==> config.mk <==
export PLATFORM = sky130hd
export DESIGN_NAME = ling_lf_subtractor_pipe_flat
export DESIGN_NICKNAME = d
export VERILOG_FILES = /design/src/rtl/ling_lf_subtractor_pipe_if.sv /design/src/rtl/ling_lf_subtractor_pipe.sv /design/src/flat_wrapper.sv
export SDC_FILE = /design/constraint.sdc
export NUM_CORES = 1
export LEC_CHECK = 0
export BUFFER_PORTS_ARGS = -buffer_cell sky130_fd_sc_hd__buf_2
export CAP_MARGIN = 10
export CORE_MARGIN = 3
export CORE_UTILIZATION = 51
export DETAILED_ROUTE_END_ITERATION = 8
export GPL_TIMING_DRIVEN = 1
export PLACE_DENSITY = 0.76
export REMOVE_ABC_BUFFERS = 1
export SYNTH_ARGS = -nofsm -noshare
export SYNTH_HDL_FRONTEND = slang
export SYNTH_SLANG_ARGS = --single-unit
export TNS_END_PERCENT = 1
==> constraint.sdc <==
create_clock -name clk -period 1.5 [get_ports clk]
set_input_delay 0.15 -clock clk [delete_from_list [all_inputs] [get_ports clk]]
set_output_delay 0.15 -clock clk [all_outputs]
set_load 0.1 [all_outputs]
==> src/rtl/ling_lf_subtractor_pipe_if.sv <==
// Operand/result handshake bundle for the pipelined Ling subtractor.
// The master drives operands and out_ready; the slave answers with results.
interface ling_lf_subtractor_pipe_if #(
  parameter int WIDTH = 12
);
  logic             in_valid;
  logic             in_ready;
  logic [WIDTH-1:0] a;
  logic [WIDTH-1:0] b;
  logic             bin;
  logic             out_valid;
  logic             out_ready;
  logic [WIDTH-1:0] diff;
  logic             bout;
  logic             ovf;

  modport master (
    output in_valid, a, b, bin, out_ready,
    input  in_ready, out_valid, diff, bout, ovf
  );

  modport slave (
    input  in_valid, a, b, bin, out_ready,
    output in_ready, out_valid, diff, bout, ovf
  );
endinterface

==> src/rtl/ling_lf_subtractor_pipe.sv <==
// Two-stage elastic subtractor: diff = a - b - bin, computed as a + ~b + ~bin
// through a Ling H/I prefix network with Ladner-Fischer (odd-node) sparsity.
module ling_lf_subtractor_pipe #(
  parameter int WIDTH = 12
) (
  input logic                       clk,
  input logic                       rst_n,
  ling_lf_subtractor_pipe_if.slave  bus
);

  // h: Ling pseudo-carry, t: Ling transmit (propagate of the bit below)
  typedef struct packed {
    logic h;
    logic t;
  } lnode_t;

  function automatic lnode_t ling_op(input lnode_t hi, input lnode_t lo);
    lnode_t r;
    r.h = hi.h | (hi.t & lo.h);
    r.t = hi.t & lo.t;
    return r;
  endfunction

  logic in_ready;
  logic s1_load;
  logic s2_load;
  logic out_fire;
  logic s1_valid_reg;
  logic s2_valid_reg;

  logic [WIDTH-1:0] g_in;
  logic [WIDTH-1:0] p_in;
  logic             cin_in;
  lnode_t           lv0 [WIDTH];
  lnode_t           lv1 [WIDTH];
  lnode_t           lv2 [WIDTH];

  logic [WIDTH-1:0] p_reg;
  logic [WIDTH-1:0] g_reg;
  logic             cin_reg;
  logic             a_msb_reg;
  logic             b_msb_reg;
  lnode_t           lv2_reg [WIDTH];

  lnode_t           lv3 [WIDTH];
  lnode_t           lv4 [WIDTH];
  lnode_t           lvf [WIDTH];
  logic [WIDTH-1:0] hf;
  logic [WIDTH:0]   carry;
  logic [WIDTH-1:0] half_sum;
  logic [WIDTH-1:0] diff_next;
  logic             bout_next;
  logic             ovf_next;

  logic [WIDTH-1:0] diff_reg;
  logic             bout_reg;
  logic             ovf_reg;

  // Stage 1 may refill in the same cycle it hands its operand to stage 2.
  assign in_ready = ~s1_valid_reg | ~s2_valid_reg | bus.out_ready;
  assign s1_load  = bus.in_valid & in_ready;
  assign s2_load  = s1_valid_reg & (~s2_valid_reg | bus.out_ready);
  assign out_fire = s2_valid_reg & bus.out_ready;

  assign g_in   = bus.a & ~bus.b;
  assign p_in   = bus.a | ~bus.b;
  assign cin_in = ~bus.bin;

  genvar gi;
  generate
    for (gi = 0; gi < WIDTH; gi++) begin : g_stage1
      // Carry-in folds into bit 0 as an extra generate term.
      if (gi == 0) begin : g_lsb
        assign lv0[gi] = '{h: g_in[0] | cin_in, t: 1'b0};
      end else begin : g_msb
        assign lv0[gi] = '{h: g_in[gi] | g_in[gi-1], t: p_in[gi-1]};
      end

      if ((gi % 2) == 1) begin : g_l1_cell
        assign lv1[gi] = ling_op(lv0[gi], lv0[gi-1]);
      end else begin : g_l1_pass
        assign lv1[gi] = lv0[gi];
      end

      if ((gi % 2) == 1 && ((gi / 2) % 2) == 1) begin : g_l2_cell
        assign lv2[gi] = ling_op(lv1[gi], lv1[(gi / 2) * 2 - 1]);
      end else begin : g_l2_pass
        assign lv2[gi] = lv1[gi];
      end
    end
  endgenerate

  always_ff @(posedge clk or negedge rst_n) begin
    if (!rst_n) begin
      p_reg     <= '0;
      g_reg     <= '0;
      cin_reg   <= 1'b0;
      a_msb_reg <= 1'b0;
      b_msb_reg <= 1'b0;
      for (int k = 0; k < WIDTH; k++) begin
        lv2_reg[k] <= '0;
      end
    end else if (s1_load) begin
      p_reg     <= p_in;
      g_reg     <= g_in;
      cin_reg   <= cin_in;
      a_msb_reg <= bus.a[WIDTH-1];
      b_msb_reg <= bus.b[WIDTH-1];
      lv2_reg   <= lv2;
    end
  end

  generate
    for (gi = 0; gi < WIDTH; gi++) begin : g_stage2
      if ((gi % 2) == 1 && ((gi / 4) % 2) == 1) begin : g_l3_cell
        assign lv3[gi] = ling_op(lv2_reg[gi], lv2_reg[(gi / 4) * 4 - 1]);
      end else begin : g_l3_pass
        assign lv3[gi] = lv2_reg[gi];
      end

      if ((gi % 2) == 1 && ((gi / 8) % 2) == 1) begin : g_l4_cell
        assign lv4[gi] = ling_op(lv3[gi], lv3[(gi / 8) * 8 - 1]);
      end else begin : g_l4_pass
        assign lv4[gi] = lv3[gi];
      end

      // Even positions pick up their prefix from the completed odd node below.
      if ((gi % 2) == 0 && gi > 0) begin : g_grey_cell
        assign lvf[gi] = ling_op(lv4[gi], lv4[gi-1]);
      end else begin : g_grey_pass
        assign lvf[gi] = lv4[gi];
      end

      assign hf[gi]      = lvf[gi].h;
      assign carry[gi+1] = p_reg[gi] & hf[gi];
    end
  endgenerate

  assign carry[0]  = cin_reg;
  assign half_sum  = p_reg & ~g_reg;
  assign diff_next = half_sum ^ carry[WIDTH-1:0];
  assign bout_next = ~carry[WIDTH];
  assign ovf_next  = (a_msb_reg ^ b_msb_reg) & (diff_next[WIDTH-1] ^ a_msb_reg);

  always_ff @(posedge clk or negedge rst_n) begin
    if (!rst_n) begin
      diff_reg <= '0;
      bout_reg <= 1'b0;
      ovf_reg  <= 1'b0;
    end else if (s2_load) begin
      diff_reg <= diff_next;
      bout_reg <= bout_next;
      ovf_reg  <= ovf_next;
    end
  end

  always_ff @(posedge clk or negedge rst_n) begin
    if (!rst_n) begin
      s1_valid_reg <= 1'b0;
      s2_valid_reg <= 1'b0;
    end else begin
      if (s1_load) begin
        s1_valid_reg <= 1'b1;
      end else if (s2_load) begin
        s1_valid_reg <= 1'b0;
      end

      if (s2_load) begin
        s2_valid_reg <= 1'b1;
      end else if (out_fire) begin
        s2_valid_reg <= 1'b0;
      end
    end
  end

  assign bus.in_ready  = in_ready;
  assign bus.out_valid = s2_valid_reg;
  assign bus.diff      = diff_reg;
  assign bus.bout      = bout_reg;
  assign bus.ovf       = ovf_reg;

endmodule

==> src/flat_wrapper.sv <==
// flat-port wrapper written by rule: the top's interface ports become plain ports
module ling_lf_subtractor_pipe_flat 
#(
  parameter int WIDTH = 12
)
  (clk, rst_n, bus_in_valid, bus_a, bus_b, bus_bin, bus_out_ready, bus_in_ready, bus_out_valid, bus_diff, bus_bout, bus_ovf);
  ling_lf_subtractor_pipe_if #(.WIDTH(WIDTH)) bus_i ();
  input logic clk;
  input logic rst_n;
  input wire logic [$bits(bus_i.in_valid)-1:0] bus_in_valid;
  input wire logic [$bits(bus_i.a)-1:0] bus_a;
  input wire logic [$bits(bus_i.b)-1:0] bus_b;
  input wire logic [$bits(bus_i.bin)-1:0] bus_bin;
  input wire logic [$bits(bus_i.out_ready)-1:0] bus_out_ready;
  output wire logic [$bits(bus_i.in_ready)-1:0] bus_in_ready;
  output wire logic [$bits(bus_i.out_valid)-1:0] bus_out_valid;
  output wire logic [$bits(bus_i.diff)-1:0] bus_diff;
  output wire logic [$bits(bus_i.bout)-1:0] bus_bout;
  output wire logic [$bits(bus_i.ovf)-1:0] bus_ovf;
  assign bus_i.in_valid = bus_in_valid;
  assign bus_i.a = bus_a;
  assign bus_i.b = bus_b;
  assign bus_i.bin = bus_bin;
  assign bus_i.out_ready = bus_out_ready;
  assign bus_in_ready = bus_i.in_ready;
  assign bus_out_valid = bus_i.out_valid;
  assign bus_diff = bus_i.diff;
  assign bus_bout = bus_i.bout;
  assign bus_ovf = bus_i.ovf;
  ling_lf_subtractor_pipe #(.WIDTH(WIDTH)) u_core (.clk(clk), .rst_n(rst_n), .bus(bus_i));
endmodule
==> run_results.csv, run 1 <==
group,metric,value,unit
timing,hold_viol_final,0,
worst_setup_path,path_cells,"a21o_1 -> a221o_2 -> mux2i_1 -> a211o_1",
worst_setup_path,required,1.71,ns
timing,period_share,100,%
clock_tree,clkLatencyLatePin,0.33,ns
yosys,synth_ff_type,"dfrtp_1",
worst_setup_path,r2r-end,"u_core.bus.ovf",
grt,grt_pass1_vias,2269,
placement,gp_congestion,0.825,
die,ios,45,
final_layout,diodes,0,
final_layout,largest_reg_flops,13,
worst_setup_path,critPathSlowestCell,"a221o_2",
yosys,synth_largest_area_cell,"dfrtp_1",
clock_tree,clockBufferDepth,2,
worst_setup_path,rrSetupSlack,-0.003,ns
routing,drtPass1Iterations,4,
pwr,powerDensity,1580,nW/um^2
grt,grt_pass1_wl,10100,um
min_path,holdPathStages,2,
pwr,irDropWorstVdd,0.844,mV
min_path,hold_path_end,"u_core.p_reg[11]",
worst_setup_path,crit_family,"compound AO/OA/AOI/OAI gates",
yosys,synth.distinct_cells,37,
yosys,synth_area_leaders,"dfrtp_1, nand2_1, o21ai_0",
grt,grt_max_degree,60,
pwr,power,0.00544,W
yosys,synth_top_area_share,52.4,%
worst_setup_path,worstSetupPathType,"reg2reg",
timing,tightest_slew,0.493,ns
timing,whs,0.0365,ns
placement,dp_hpwl,4310,um
timing,setup_viol,1,
routing,postRouteAntennaNets,0,
worst_setup_path,max_stage_delay,0.40,ns
clock_tree,ctsHtreeMaxLevel,3,
die,dieArea,6450,um^2
timing,skew,0.00595,ns
timing,timing.fmax,665,MHz
clock_tree,cts_tree,"yes",
placement,pre_cts_slack,0.0106,ns
clock_tree,cts_buffers,9,
final_layout,nets,389,
die,num_rows,26,
final_layout,nFillCells,436,
grt,track_usage,20.3,%
routing,avgRoutedWirePerCell,13.3,um
die,initial_core_util,53.8,%
yosys,synthTopCellsByCount,"nand2_1, dfrtp_1, o21ai_0",
run_status,status,"finished, violations left",
grt,overflow,0,
worst_setup_path,reg2reg_from,"u_core.hf[3]",
placement,io_buffers,44,
timing,setup_slack,-0.00308,ns
flow_run,cap_viol_max_count,0,
final_layout,area_delta_synth_final,22.1,%
pwr,total_leakage_power,1.67,nW
grt,antenna_found_initial,0,
worst_setup_path,start_kind,"flip-flop",
routing,drt_iter0_drc,102,
clock_tree,clockRootBuffer,"clkbuf_8",
final_layout,utilization,65.7,%
yosys,avgSynthCellArea,9.36,um^2
routing,drc_errors,0,
yosys,synthesis.area,2820,um^2
yosys,ys_ff_latch,59,
final_layout,drive_gt1_share,22.7,%
worst_setup_path,ff2ff_path_depth,4,
worst_setup_path,endpoint_kind,"flip-flop",
routing,num_vias,2284,
clock_tree,cts.reportedPaths.clkPinSlew,0.07,ns
yosys,yosysSeqAreaShare,52.4,%
timing,rsz0062_at_grt,"true",
final_layout,fin_area,3440,um^2
min_path,hold_start,"bus_b[11]",
worst_setup_path,cp_num_buf_inv,0,
yosys,yosysMostFrequentCell,"nand2_1",
clock_tree,numClockSinks,59,
run_status,violations,"setup timing",
routing,via_per_inst,5.25,
worst_setup_path,worstPathArrival,1.71,ns
worst_setup_path,worstPathMaxFanout,3,
timing,min_period,1.50,ns
placement,dpl_cell_area,3200,um^2
timing,relSlewSlack,67.4,%
yosys,syn_inst,301,
min_path,holdCritPathClass,"in2reg",
timing,slew_violations,0,
die,fp.dieH,80.3,um
yosys,synth_edf_count,0,
die,die_x,80.3,um
yosys,ys_warn_count,0,
routing,routed_wl,5780,um
yosys,async_flop_share,100,%
die,coreArea,5240,um^2
area by class of cell:
type | instances | area [um^2] | share of cell area, %
Clock buffer | 12 | 165 | 4.80
Clock inverter | 4 | 47.5 | 1.38
Inverter | 12 | 45.0 | 1.31
Multi-Input combinational cell | 218 | 1230 | 35.6
Sequential cell | 59 | 1480 | 42.9
Tap cell | 70 | 87.6 | 2.55
Timing Repair Buffer | 60 | 393 | 11.4
power by group:
group	leakage, nW	switching [W]	internal (W)	total, W
registers	0.703	0.000165	0.00187	0.00203
logic	0.857	0.00141	0.000492	0.00190
clock network	0.108	0.000619	0.000897	0.00152
worst max-delay path by stage:
stage | startpoint | endpoint | slack [ns] | depth (start not counted)
final | u_core.hf[3] | u_core.bus.ovf | -0.003 | 4
after global routing | u_core.hf[3] | u_core.bus.ovf | -0.03 | 4
after global placement | u_core.hf[3] | u_core.bus.ovf | 0.08 | 4
after floorplan | u_core.bus.out_valid | u_core.lv2_reg[9] | -1.62 | 4
after detailed placement | u_core.p_reg[10] | u_core.bus.ovf | 0.01 | 4
after CTS | u_core.p_reg[10] | u_core.bus.ovf | 0.001 | 4
cells in the final DEF (no fill, tap or decap), types with 3 or more instances in the layout:
master,count
a31oi_1,11
nand2_1,62
maj3_1,4
o21ai_0,35
and2_1,3
a21o_1,6
nor2b_1,13
nand4_1,4
dfrtp_1,59
a21oi_1,7
clkbuf_8,12
buf_12,4
nor2_1,15
buf_4,11
nand2b_1,15
xnor2_1,8
and3_1,3
buf_2,44
a21o_2,3
inv_1,12
nand3_1,5
metal layers:
metal  vias up  part of all wire [%]  GRT usage, %
met2        49                    50          33.0
met3         9                   4.4          5.04
met1      1079                    44          25.8
li1       1147                     -             -
met4         0                   1.6          8.28
met5         -                     0             0
what timing repair did:
| action | CTS | global route |
|---|---|---|
| setup endpoints to repair | 0 | 2 |
| gates resized for setup | 0 | 2 |
| endpoints found under the hold margin | 59 | 0 |
| setup buffers | 0 | 1 |
| hold buffers | 1 | 0 |
stage by stage:
step / cells / TNS [ns]
global placement: 417 / 0
finish: 435 / -0.00308
floorplan: 289 / -66.80
detailed placement: 417 / 0
CTS: 434 / 0
global route: 435 / -0.0273
cells by family after synthesis:
family,after synthesis,share of synthesized area [%]
compound gates,76,16.6
flops,59,52.4
mux,2,0.711
simple gates,127,21.7
fa+ha+maj,4,1.42
buf+inv,24,4.35
xor+xnor,9,2.80
No activity file was read; power rests on OpenSTA's default activity.
==> run 2: changes to the inputs <==
==> constraint.sdc (replaced) <==
create_clock -name clk -period 1.5 [get_ports clk]
set_input_delay 0 -clock clk [delete_from_list [all_inputs] [get_ports clk]]
set_output_delay 0 -clock clk [all_outputs]
set_load 0.1 [all_outputs]
==> run 2 against run 1 <==
The run now ends clean. Flip-flop and latch count unchanged. Core utilization up 3.3 points. Maximum frequency up 1.5%. Via count grew 2.3%. Final cell count up 4.8%. Design area grew 5.0%. First-iteration DRC count increased by 15%. Clock power down 19%. Routed wire length grew 6.0%. Critical path depth unchanged. Largest power group unchanged. Highest routed layer unchanged.
==> run_results.csv, run 2 (synthesis gave the netlist of run 1 again) <==
group,metric,value,unit
routing,drtPass1Iterations,4,
die,die_x,80.3,um
die,num_rows,26,
final_layout,nFillCells,413,
worst_setup_path,start_kind,"flip-flop",
timing,setup_slack,0.0188,ns
worst_setup_path,r2r-end,"u_core.bus.ovf",
timing,timing.fmax,675,MHz
placement,dp_hpwl,4240,um
run_status,status,"completed",
grt,grt_max_degree,47,
flow_run,cap_viol_max_count,0,
timing,setup_viol,0,
clock_tree,clockRootBuffer,"clkbuf_8",
routing,drt_iter0_drc,117,
die,fp.dieH,80.3,um
worst_setup_path,setup.worst_path.end,"u_core.bus.ovf",
clock_tree,cts_buffers,9,
min_path,holdCritPathClass,"in2reg",
final_layout,area_delta_synth_final,28.2,%
timing,period_share,98.7,%
placement,pre_cts_slack,-0.0153,ns
timing,slew_violations,0,
clock_tree,clkLatencyLatePin,0.34,ns
final_layout,drive_gt1_share,20.5,%
timing,min_period,1.48,ns
die,initial_core_util,53.8,%
routing,via_per_inst,5.13,
placement,gp_congestion,0.794,
routing,postRouteAntennaNets,0,
grt,antenna_found_initial,0,
die,dieArea,6450,um^2
worst_setup_path,reg2reg_from,"u_core.hf[3]",
pwr,total_leakage_power,1.72,nW
grt,overflow,0,
pwr,powerDensity,1440,nW/um^2
final_layout,diodes,0,
placement,io_buffers,44,
timing,tightest_slew,0.512,ns
final_layout,final_cells,456,
worst_setup_path,required,1.72,ns
pwr,power,0.00520,W
timing,rsz0062_at_grt,"true",
final_layout,final_common_cell,"nand2_1",
routing,num_vias,2337,
clock_tree,clockBufferDepth,2,
worst_setup_path,worstPathArrival,1.70,ns
routing,drc_errors,0,
die,coreArea,5240,um^2
die,ios,45,
routing,avgRoutedWirePerCell,13.4,um
worst_setup_path,rrSetupSlack,0.02,ns
grt,grt_pass1_vias,2298,
worst_setup_path,cp-startpoint,"u_core.hf[3]",
routing,routed_wl,6120,um
pwr,irDropWorstVdd,0.842,mV
placement,dp.cells,414,
final_layout,largest_reg_flops,13,
timing,skew,0.00907,ns
clock_tree,cts.reportedPaths.clkPinSlew,0.07,ns
worst_setup_path,worstSetupPathType,"reg2reg",
final_layout,nets,411,
clock_tree,ctsHtreeMaxLevel,3,
timing,hold_viol_final,0,
timing,relSlewSlack,65.9,%
final_layout,final_cell_mix,"nand2_1, dfrtp_1, buf_2",
grt,grt_pass1_wl,10200,um
grt,track_usage,20.9,%
clock_tree,cts_tree,"yes",
worst_setup_path,ff2ff_path_depth,4,
worst_setup_path,endpoint_kind,"flip-flop",
worst_setup_path,worstPathMaxFanout,3,
clock_tree,numClockSinks,59,
-- run 2: cell types whose count changed in the layout (fill, tap and decap cells not counted), sizes merged --
cell / previous run / this run
buf: 59 / 57
bufinv: 1 / 0
clkbuf: 12 / 10
clkinv: 2 / 3
clkinvlp: 1 / 2
dlygate4sd3: 1 / 25
-- run 2: timing repair --
item	CTS	global route
hold endpoints to repair	48	0
hold buffers	25	0
endpoints found under the setup margin	1	2
pin swaps	0	1
resized for setup	0	1
buffers inserted	1	1
-- run 2: worst min-delay path by stage --
stage                     startpoint                  to  slack [ns]  depth (start not counted)
after floorplan                rst_n    u_core.a_msb_reg       -0.30                          0
after global placement         rst_n  u_core.bus.diff[0]      -0.006                          1
after detailed placement       rst_n  u_core.bus.diff[0]      -0.001                          1
after CTS                   bus_a[9]     u_core.p_reg[9]       0.005                          3
after global routing        bus_a[9]     u_core.p_reg[9]        0.03                          3
final                       bus_a[5]     u_core.p_reg[5]       0.007                          3
-- run 2: stage by stage --
step	util [%]	setup TNS, ns	area, um^2	hold WS [ns]
6_report	69.0	0	3610	0.00670
5_1_grt	69.0	-0.0384	3610	0.0260
4_1_cts	68.8	0	3610	0.00457
3_5_place_dp	60.7	-0.0153	3180	-0.00106
3_3_place_gp	60.7	0	3180	-0.00617
2_1_floorplan	-	-66.65	2740	-0.296
-- run 2: layout make-up --
class	instances	area, um^2	area share, %
Multi-Input combinational cell	218	1220	33.7
Clock buffer	10	138	3.81
Tap cell	70	87.6	2.42
Inverter	12	45.0	1.25
Clock inverter	5	30.0	0.831
Sequential cell	59	1480	40.9
Timing Repair Buffer	82	618	17.1
-- run 2: per-layer routing --
layer | global-route usage (%) | routed length, um | vias to the layer above
li1 | - | - | 1180
met1 | 25.8 | 2710 | 1094
met2 | 34.9 | 3060 | 51
met3 | 3.92 | 231 | 12
met4 | 10.5 | 119 | 0
met5 | 0 | 0 | -
-- run 2: power by group --
group	internal (W)	switching, W	leakage (nW)
combinational	0.000521	0.00141	0.938
sequential	0.00187	0.000176	0.703
clock	0.000624	0.000605	0.0839
-- run 2: worst max-delay path, stage by stage (launching register included) --
cell and delay (ns):
dfrtp_1 0.37, a21o_1 0.19, a221o_2 0.40, mux2i_1 0.13
a211o_1 0.27
